### config.mk
export PLATFORM = sky130hd
export DESIGN_NAME = bin2bcd_seq
export DESIGN_NICKNAME = d
export VERILOG_FILES = /design/src/rtl/bin2bcd_pkg.sv /design/src/rtl/bcd_digit_cell.sv /design/src/rtl/bin2bcd_seq.sv
export SDC_FILE = /design/constraint.sdc
export NUM_CORES = 1
export LEC_CHECK = 0
export BUFFER_PORTS_ARGS = -buffer_cell sky130_fd_sc_hd__buf_2
export CORE_MARGIN = 5
export CORE_UTILIZATION = 50
export DETAILED_ROUTE_END_ITERATION = 16
export GPL_ROUTABILITY_DRIVEN = 0
export GPL_TIMING_DRIVEN = 0
export PLACE_DENSITY = 0.8
export SLEW_MARGIN = 10
export SYNTH_ARGS = -nofsm -noshare
export SYNTH_HDL_FRONTEND = slang
export SYNTH_SLANG_ARGS = --single-unit
### constraint.sdc
create_clock -name clk -period 4.05 [get_ports clk]
set_clock_uncertainty 0.1 [all_clocks]
set_input_delay 0.81 -clock clk [delete_from_list [all_inputs] [get_ports clk]]
set_output_delay 0.81 -clock clk [all_outputs]
set_load 0.005 [all_outputs]
### src/rtl/bin2bcd_pkg.sv
// Shared types and constants for the sequential binary-to-BCD converter.
// Holds the FSM state enum, the digit width and a digit-count helper.
package bin2bcd_pkg;

    typedef enum logic [1:0] {
        IDLE  = 2'd0,
        SHIFT = 2'd1,
        DONE  = 2'd2
    } state_t;

    localparam int BCD_W = 4;

    // ceil(width * log10(2)) in fixed point; decimal digits needed for 2^width-1
    function automatic int min_digits(input int width);
        return (width * 30103 + 99999) / 100000;
    endfunction

endpackage

### src/rtl/bcd_digit_cell.sv
// One double-dabble BCD digit: doubles its value and shifts in a carry bit.
// cout flags that the doubled value wraps past 9 into the next digit.
module bcd_digit_cell
    import bin2bcd_pkg::*;
(
    input  logic             clk,
    input  logic             reset,
    input  logic             clr,
    input  logic             en,
    input  logic             in,
    output logic [BCD_W-1:0] digit,
    output logic             cout
);

    logic [BCD_W-1:0] sub5;
    logic [BCD_W-1:0] digit_nxt;

    assign cout = (digit >= 4'd5);
    assign sub5 = digit - 4'd5;

    always_comb begin
        digit_nxt = digit;
        if (cout)
            digit_nxt = {sub5[2:0], in};
        else
            digit_nxt = {digit[2:0], in};
    end

    always_ff @(posedge clk or posedge reset) begin
        if (reset)
            digit <= '0;
        else if (clr)
            digit <= '0;
        else if (en)
            digit <= digit_nxt;
    end

endmodule

### src/rtl/bin2bcd_seq.sv
// Sequential binary-to-BCD converter with start/done handshake.
// Define BIN2BCD_SIGN_EN to treat bin as two's complement and report sign.
module bin2bcd_seq
    import bin2bcd_pkg::*;
#(
    parameter int WIDTH  = 16,
    parameter int DIGITS = 5
) (
    input  logic                    clk,
    input  logic                    reset,
    input  logic                    start,
    input  logic [WIDTH-1:0]        bin,
    output logic                    ready,
    output logic                    busy,
    output logic                    done,
    output logic [BCD_W*DIGITS-1:0] bcd,
    output logic                    ovf,
    output logic                    sign
);

    localparam int CW = $clog2(WIDTH);

    state_t            state;
    state_t            state_nxt;
    logic [WIDTH-1:0]  sreg;
    logic [WIDTH-1:0]  operand;
    logic [CW-1:0]     cnt;
    logic [DIGITS:0]   carry;
    logic              accept;
    logic              shift;
    logic              last;

    assign ready  = (state != SHIFT);
    assign busy   = (state == SHIFT);
    assign done   = (state == DONE);
    assign accept = start && ready;
    assign shift  = busy;
    assign last   = (cnt == CW'(WIDTH - 1));

`ifdef BIN2BCD_SIGN_EN
    // -2^(WIDTH-1) negates to itself, which reads correctly as unsigned
    assign operand = bin[WIDTH-1] ? (~bin) + {{(WIDTH-1){1'b0}}, 1'b1} : bin;

    always_ff @(posedge clk or posedge reset) begin
        if (reset)
            sign <= 1'b0;
        else if (accept)
            sign <= bin[WIDTH-1];
    end
`else
    assign operand = bin;
    assign sign    = 1'b0;
`endif

    always_ff @(posedge clk or posedge reset) begin
        if (reset)
            state <= IDLE;
        else
            state <= state_nxt;
    end

    always_comb begin
        state_nxt = state;
        unique case (state)
            IDLE:    if (start) state_nxt = SHIFT;
            SHIFT:   if (last) state_nxt = DONE;
            DONE:    state_nxt = start ? SHIFT : IDLE;
            default: state_nxt = IDLE;
        endcase
    end

    always_ff @(posedge clk or posedge reset) begin
        if (reset) begin
            sreg <= '0;
            cnt  <= '0;
        end else if (accept) begin
            sreg <= operand;
            cnt  <= '0;
        end else if (shift) begin
            sreg <= sreg << 1;
            cnt  <= cnt + 1'b1;
        end
    end

    assign carry[0] = sreg[WIDTH-1];

    for (genvar k = 0; k < DIGITS; k++) begin : g_digit
        bcd_digit_cell u_cell (
            .clk   (clk),
            .reset (reset),
            .clr   (accept),
            .en    (shift),
            .in    (carry[k]),
            .digit (bcd[BCD_W*k +: BCD_W]),
            .cout  (carry[k+1])
        );
    end

    // Sticky: any carry past the top digit means the value was truncated
    always_ff @(posedge clk or posedge reset) begin
        if (reset)
            ovf <= 1'b0;
        else if (accept)
            ovf <= 1'b0;
        else if (shift && carry[DIGITS])
            ovf <= 1'b1;
    end

endmodule

==> results.cfg, run 1 <==
[status]
status = completed

[sta]
hold_viol_final = 0
fmax_ghz = 0.400
slew_violations = 0
setup-violations-final = 0
fin_crit_ns = 2.50
rsz0062_at_grt = false
min_period_over_period_pct = 61.8
tns_ns = 0

[clock_network]
numClockSinks = 43
cts_buffers = 5
htree_levels = 2
cts_root_buf = clkbuf_8
clk_path_buf_depth = 2
clk_latency_ns = 0.29
ctsResizeCount = 0
ctsHoldBuffers = 0
cts_tree = done
clk_pin_slew_ns = 0.08
cts_setup_buffers = 0

[finish]
nFillCells = 402
layout_commonest_cell = buf_2
drive_above_1_share_pct = 26.1
syn_to_final_growth_pct = 15.4
multiInputGateArea_um2 = 1160
seq_area_um2 = 1080
diodes = 0
layout_common_cells = buf_2 (49), dfrtp_1 (43), o21ai_0 (25)
layout.nets = 307

[global_routing]
antenna_found_initial = 0
grt_pass1_wl_um = 9030
track_usage_pct = 18.1
grt_max_degree = 34
first_global_vias = 1922
overflow = 0

[drt]
antenna_left = 0
routed_wl_um = 5230
viasPerCell = 5.82
vias = 1921
avgRoutedWirePerCell_um = 15.8
first_iter_violations = 126
drc = 0
first_pass_iters = 4

[worst_setup_path]
critPathKind = reg2out
cp-start-kind = flip-flop
cp.required_ns = 3.14
critPathCaptureType = output pin
path_max_fanout = 10
cpMaxStageDelayCell = dfrtp_1
cp_cell_sequence = nand2b_4 > inv_4 > buf_6 > buf_4 > buf_2
cpPeakStageDelay_ns = 0.45
rrSetupSlack_ns = 2.35
reg2reg_depth = 5
critPathArrivalTime_ns = 1.59
r2r-end = g_digit[2].u_cell.digit[2]
r2r_start = g_digit[2].u_cell.digit[0]

[floorplanning]
die_w_um = 78.9
die-area_um2 = 6230
dieHeight_um = 78.9
rows = 25
ioPinCount = 44
initial_core_util_pct = 51.0
core_um2 = 4660

[synthesis]
ys_seq_elements = 43
synth_cell_types = 38
postSynthAreaPerCell_um2 = 10.4
ys_seq_area_share_pct = 45.3
yosys.area.top_type_share_pct = 45.3
synth_area_leaders = dfrtp_1 (45%), mux2i_1 (7.2%), ha_1 (5.8%), o21ai_0 (5.3%), mux2_4 (3.2%)
synth_nets = 258
yosysTopAreaCell = dfrtp_1
synthesis.area_um2 = 2370
netlist_instances = 228
yosys_warnings = 0

[hold_path]
hold_path_class = in2async

[power]
peakVddDrop_mv = 0.288
power.density_nw_per_um2 = 762
power_leakage_nw = 1.35
power_mw = 2.09

[job]
cap_violations = 0

[place]
dp_hpwl_um = 3820
portBuffers = 41
[how the worst max path moves through the flow]
| stage | startpoint | cells past startpoint | endpoint | slack [ns] |
|---|---|---|---|---|
| 4_1_cts | state[1] | 5 | busy | 1.54 |
| 6_report | state[1] | 5 | busy | 1.55 |
| 5_1_grt | state[1] | 5 | busy | 1.47 |
| 3_5_place_dp | state[1] | 5 | busy | 1.86 |
| 2_1_floorplan | reset | 1 | cnt[0] | 2.14 |
| 3_3_place_gp | reset | 2 | g_digit[1].u_cell.digit[3] | 1.54 |
[metrics by stage]
| stage | worst slack, ns | area (um2) | std cells | util [%] | hold WS, ns |
|---|---|---|---|---|---|
| 4_1_cts | 1.54 | 2740 | 330 | 58.8 | 0.334 |
| 3_3_place_gp | 1.54 | 2650 | 323 | 56.8 | 0.362 |
| 2_1_floorplan | 2.14 | 2370 | 228 | - | 0.348 |
| 6_report | 1.55 | 2740 | 330 | 58.8 | 0.335 |
| 3_5_place_dp | 1.86 | 2670 | 324 | 57.2 | 0.369 |
| 5_1_grt | 1.47 | 2740 | 330 | 58.8 | 0.342 |
[flip-flops by register name, indices dropped and copies added, names as in the netlist]
| name | cells |
|---|---|
| g_digit.u_cell.digit | 20 |
| sreg | 16 |
| cnt | 4 |
| state | 2 |
| ovf | 1 |
[layout make-up]
class | instances | share of cell area [%]
Multi-Input combinational cell | 157 | 42.3
Sequential cell | 43 | 39.3
Timing Repair Buffer | 42 | 8.22
Buffer | 15 | 3.24
Clock buffer | 6 | 2.65
Tap cell | 54 | 2.47
Inverter | 13 | 1.87
[layer usage]
layer	global-route usage [%]	vias to the layer above	wire length [um]
met2	31.2	56	2510
met1	22.8	927	2360
li1	-	932	-
met3	4.88	6	306
met5	0	-	0
met4	4.30	0	52
[worst max-delay path: cells and delay by family, from the launching register on]
kind	cells	cell delay [ns]
buf+inv	4	0.63
simple gates	1	0.21
flops	1	0.45
[synth_stat cells]
library cell,instances
a211oi_1,1
mux2i_1,17
buf_1,2
o31ai_1,2
nand4_1,5
o21a_1,4
a2111oi_0,4
o21ai_0,25
a32o_1,5
nor2b_1,1
mux2_4,5
nor2_1,8
nor4bb_1,2
and2_1,2
buf_2,8
clkbuf_1,1
nand2b_1,5
a21o_1,4
ha_1,11
inv_1,11
buf_6,2
a2111o_1,5
a31oi_1,5
o22ai_1,1
conb_1,1
dfrtp_1,43
nand2_1,19
nand3_1,8
inv_2,1
and4bb_2,3
mux2_2,1
a21oi_1,6
and3_1,1
buf_4,2
o22a_1,1
inv_4,1
a311oi_1,4
nand2b_4,1
[cell families (layout without fill, tap and decap cells)]
logic type	after synthesis	in the layout	share of synthesized area, %
DFF	43	43	45.3
adders and majority gates	11	11	5.80
muxes	23	23	10.8
other	1	1	0.158
and+or+nand+nor	55	55	12.6
buffers and inverters	28	76	5.90
AOI/OAI and AO/OA	67	67	19.4
[power breakdown]
group / leakage (nW) / internal, mW / switching (mW)
registers: 0.534 / 0.624 / 0.185
logic: 0.778 / 0.499 / 0.529
clock network: 0.0371 / 0.115 / 0.136
total: 1.35 / 1.24 / 0.851
Note: power is estimated with default switching activity, not from simulation.
==> run 2: changes to the inputs <==
PLACE_DENSITY = 0.83   (was 0.8)
clock period = 2.1 ns   (was 4.05 ns; I/O delays follow)
==> run 2 against run 1 <==
Effect of this change: final area increased by 1.7%; clock power increased by 110%; worst setup slack got worse by 1.5 ns; sequential share of layout area decreased by 0.56 points; total power increased by 98%; clock-buffer cell count decreased by 1; non-clock buffer count increased by 3; via count increased by 0.99%; die area unchanged; critical path type unchanged; largest cell class unchanged; highest routed layer unchanged.
==> results.cfg, run 2 (synthesized netlist as in run 1, its figures left out) <==
[job]
cap_violations = 0

[worst_setup_path]
cp-start-kind = flip-flop
r2r_start = g_digit[2].u_cell.digit[0]
startpoint = state[1]
cpPeakStageDelay_ns = 0.41
critPathCaptureType = output pin
cpMaxStageDelayCell = dfrtp_2
critPathKind = reg2out
cp_cell_sequence = nand2b_4 > inv_6 > buf_6 > buf_4 > buf_2
reg2reg_depth = 5
cp.required_ns = 1.58
critPathArrivalTime_ns = 1.50
path_max_fanout = 10
endpoint = busy
r2r-end = g_digit[2].u_cell.digit[2]
rrSetupSlack_ns = 0.41

[drt]
vias = 1940
viasPerCell = 5.79
antenna_left = 0
routed_wl_um = 5620
first_iter_violations = 99
first_pass_iters = 6
avgRoutedWirePerCell_um = 16.8
drc = 0

[global_routing]
overflow = 0
first_global_vias = 2006
track_usage_pct = 19.4
grt_max_degree = 33
grt_pass1_wl_um = 9590
antenna_found_initial = 0

[sta]
fmax_ghz = 0.495
setup-violations-final = 0
tns_ns = 0
slew_violations = 0
min_period_over_period_pct = 96.2
fin_crit_ns = 2.02
rsz0062_at_grt = false
hold_viol_final = 0

[floorplanning]
dieHeight_um = 78.9
initial_core_util_pct = 51.0
ioPinCount = 44
die_w_um = 78.9
rows = 25
core_um2 = 4660
die-area_um2 = 6230

[clock_network]
cts_root_buf = clkbuf_8
cts_tree = done
numClockSinks = 43
clk_pin_slew_ns = 0.09
htree_levels = 2
cts_buffers = 5
clk_path_buf_depth = 2
clk_latency_ns = 0.31

[power]
power_leakage_nw = 1.36
peakVddDrop_mv = 0.588
power.density_nw_per_um2 = 1480

[finish]
largestRegisters = g_digit.u_cell.digit: 20 flops, sreg: 16 flops, cnt: 4 flops
diodes = 0
largest_reg_flops = 20
layout_commonest_cell = buf_2
final_core_util_pct = 59.8
syn_to_final_growth_pct = 17.3
max_flop_register = g_digit.u_cell.digit
layout_common_cells = buf_2 (49), dfrtp_1 (41), o21ai_0 (25)
drive_above_1_share_pct = 28.1
layout.nets = 310

[place]
dp_hpwl_um = 4000
portBuffers = 41

[hold_path]
hold_path_class = in2reg

[status]
status = completed
run 2: power by group:
part	switching (mW)	leakage, nW	internal (mW)	total [mW]
Sequential	0.360	0.532	1.20	1.56
Clock	0.305	0.0402	0.232	0.537
Combinational	1.06	0.793	0.977	2.03
Total	1.72	1.36	2.41	4.13
run 2: per-stage QoR:
stage,std cells,setup slack (ns),instance area [um2],hold slack (ns),total power [mW]
6_report,335,0.0793,2790,0.278,4.13
4_1_cts,334,0.0669,2780,0.275,4.14
5_1_grt,335,0.00809,2790,0.293,4.50
2_1_floorplan,228,0.577,2370,0.348,2.94
3_3_place_gp,323,0.00636,2650,0.361,3.47
3_5_place_dp,324,0.268,2670,0.281,3.59
run 2: worst min-delay path by stage:
stage / slack [ns] / end / from / cells after the start
after floorplan: 0.35 / g_digit[0].u_cell.digit[0] / sreg[15] / 2
after global placement: 0.36 / sreg[9] / sreg[8] / 2
after detailed placement: 0.28 / g_digit[0].u_cell.digit[3] / reset / 2
after CTS: 0.28 / sreg[0] / bin[0] / 3
after global routing: 0.29 / sreg[0] / bin[0] / 3
final: 0.28 / sreg[0] / bin[0] / 3
run 2: layout make-up:
cell class | count | area, um2
multi-input combinational | 157 | 1160
buffer | 15 | 88.8
tap | 54 | 67.6
timing repair buffer | 45 | 250
sequential | 43 | 1080
clock inverter | 3 | 20.0
inverter | 13 | 53.8
fill | 411 | 1870
clock buffer | 5 | 68.8
run 2: repair_timing:
item                       in CTS  in global routing
setup endpoints to repair       2                  1
setup buffers                   1                  1
gates resized for setup         3                  0
hold buffers                    1                  0
pin swaps                       0                  0
hold endpoints to repair       11                  0
run 2: per-layer routing:
metal  vias up  global-route usage [%]  part of all wire (%)
li1        938                       -                     -
met5         -                       0                     0
met2        45                    32.0                    48
met3         7                    5.10                   5.6
met1       950                    25.1                    45
met4         0                    5.50                   1.4
run 2: worst max-delay path, delay by kind of cell (launching register included):
kind | cells | cell delay (ns)
flip-flops | 1 | 0.41
buffers and inverters | 4 | 0.61
AND/OR/NAND/NOR | 1 | 0.18
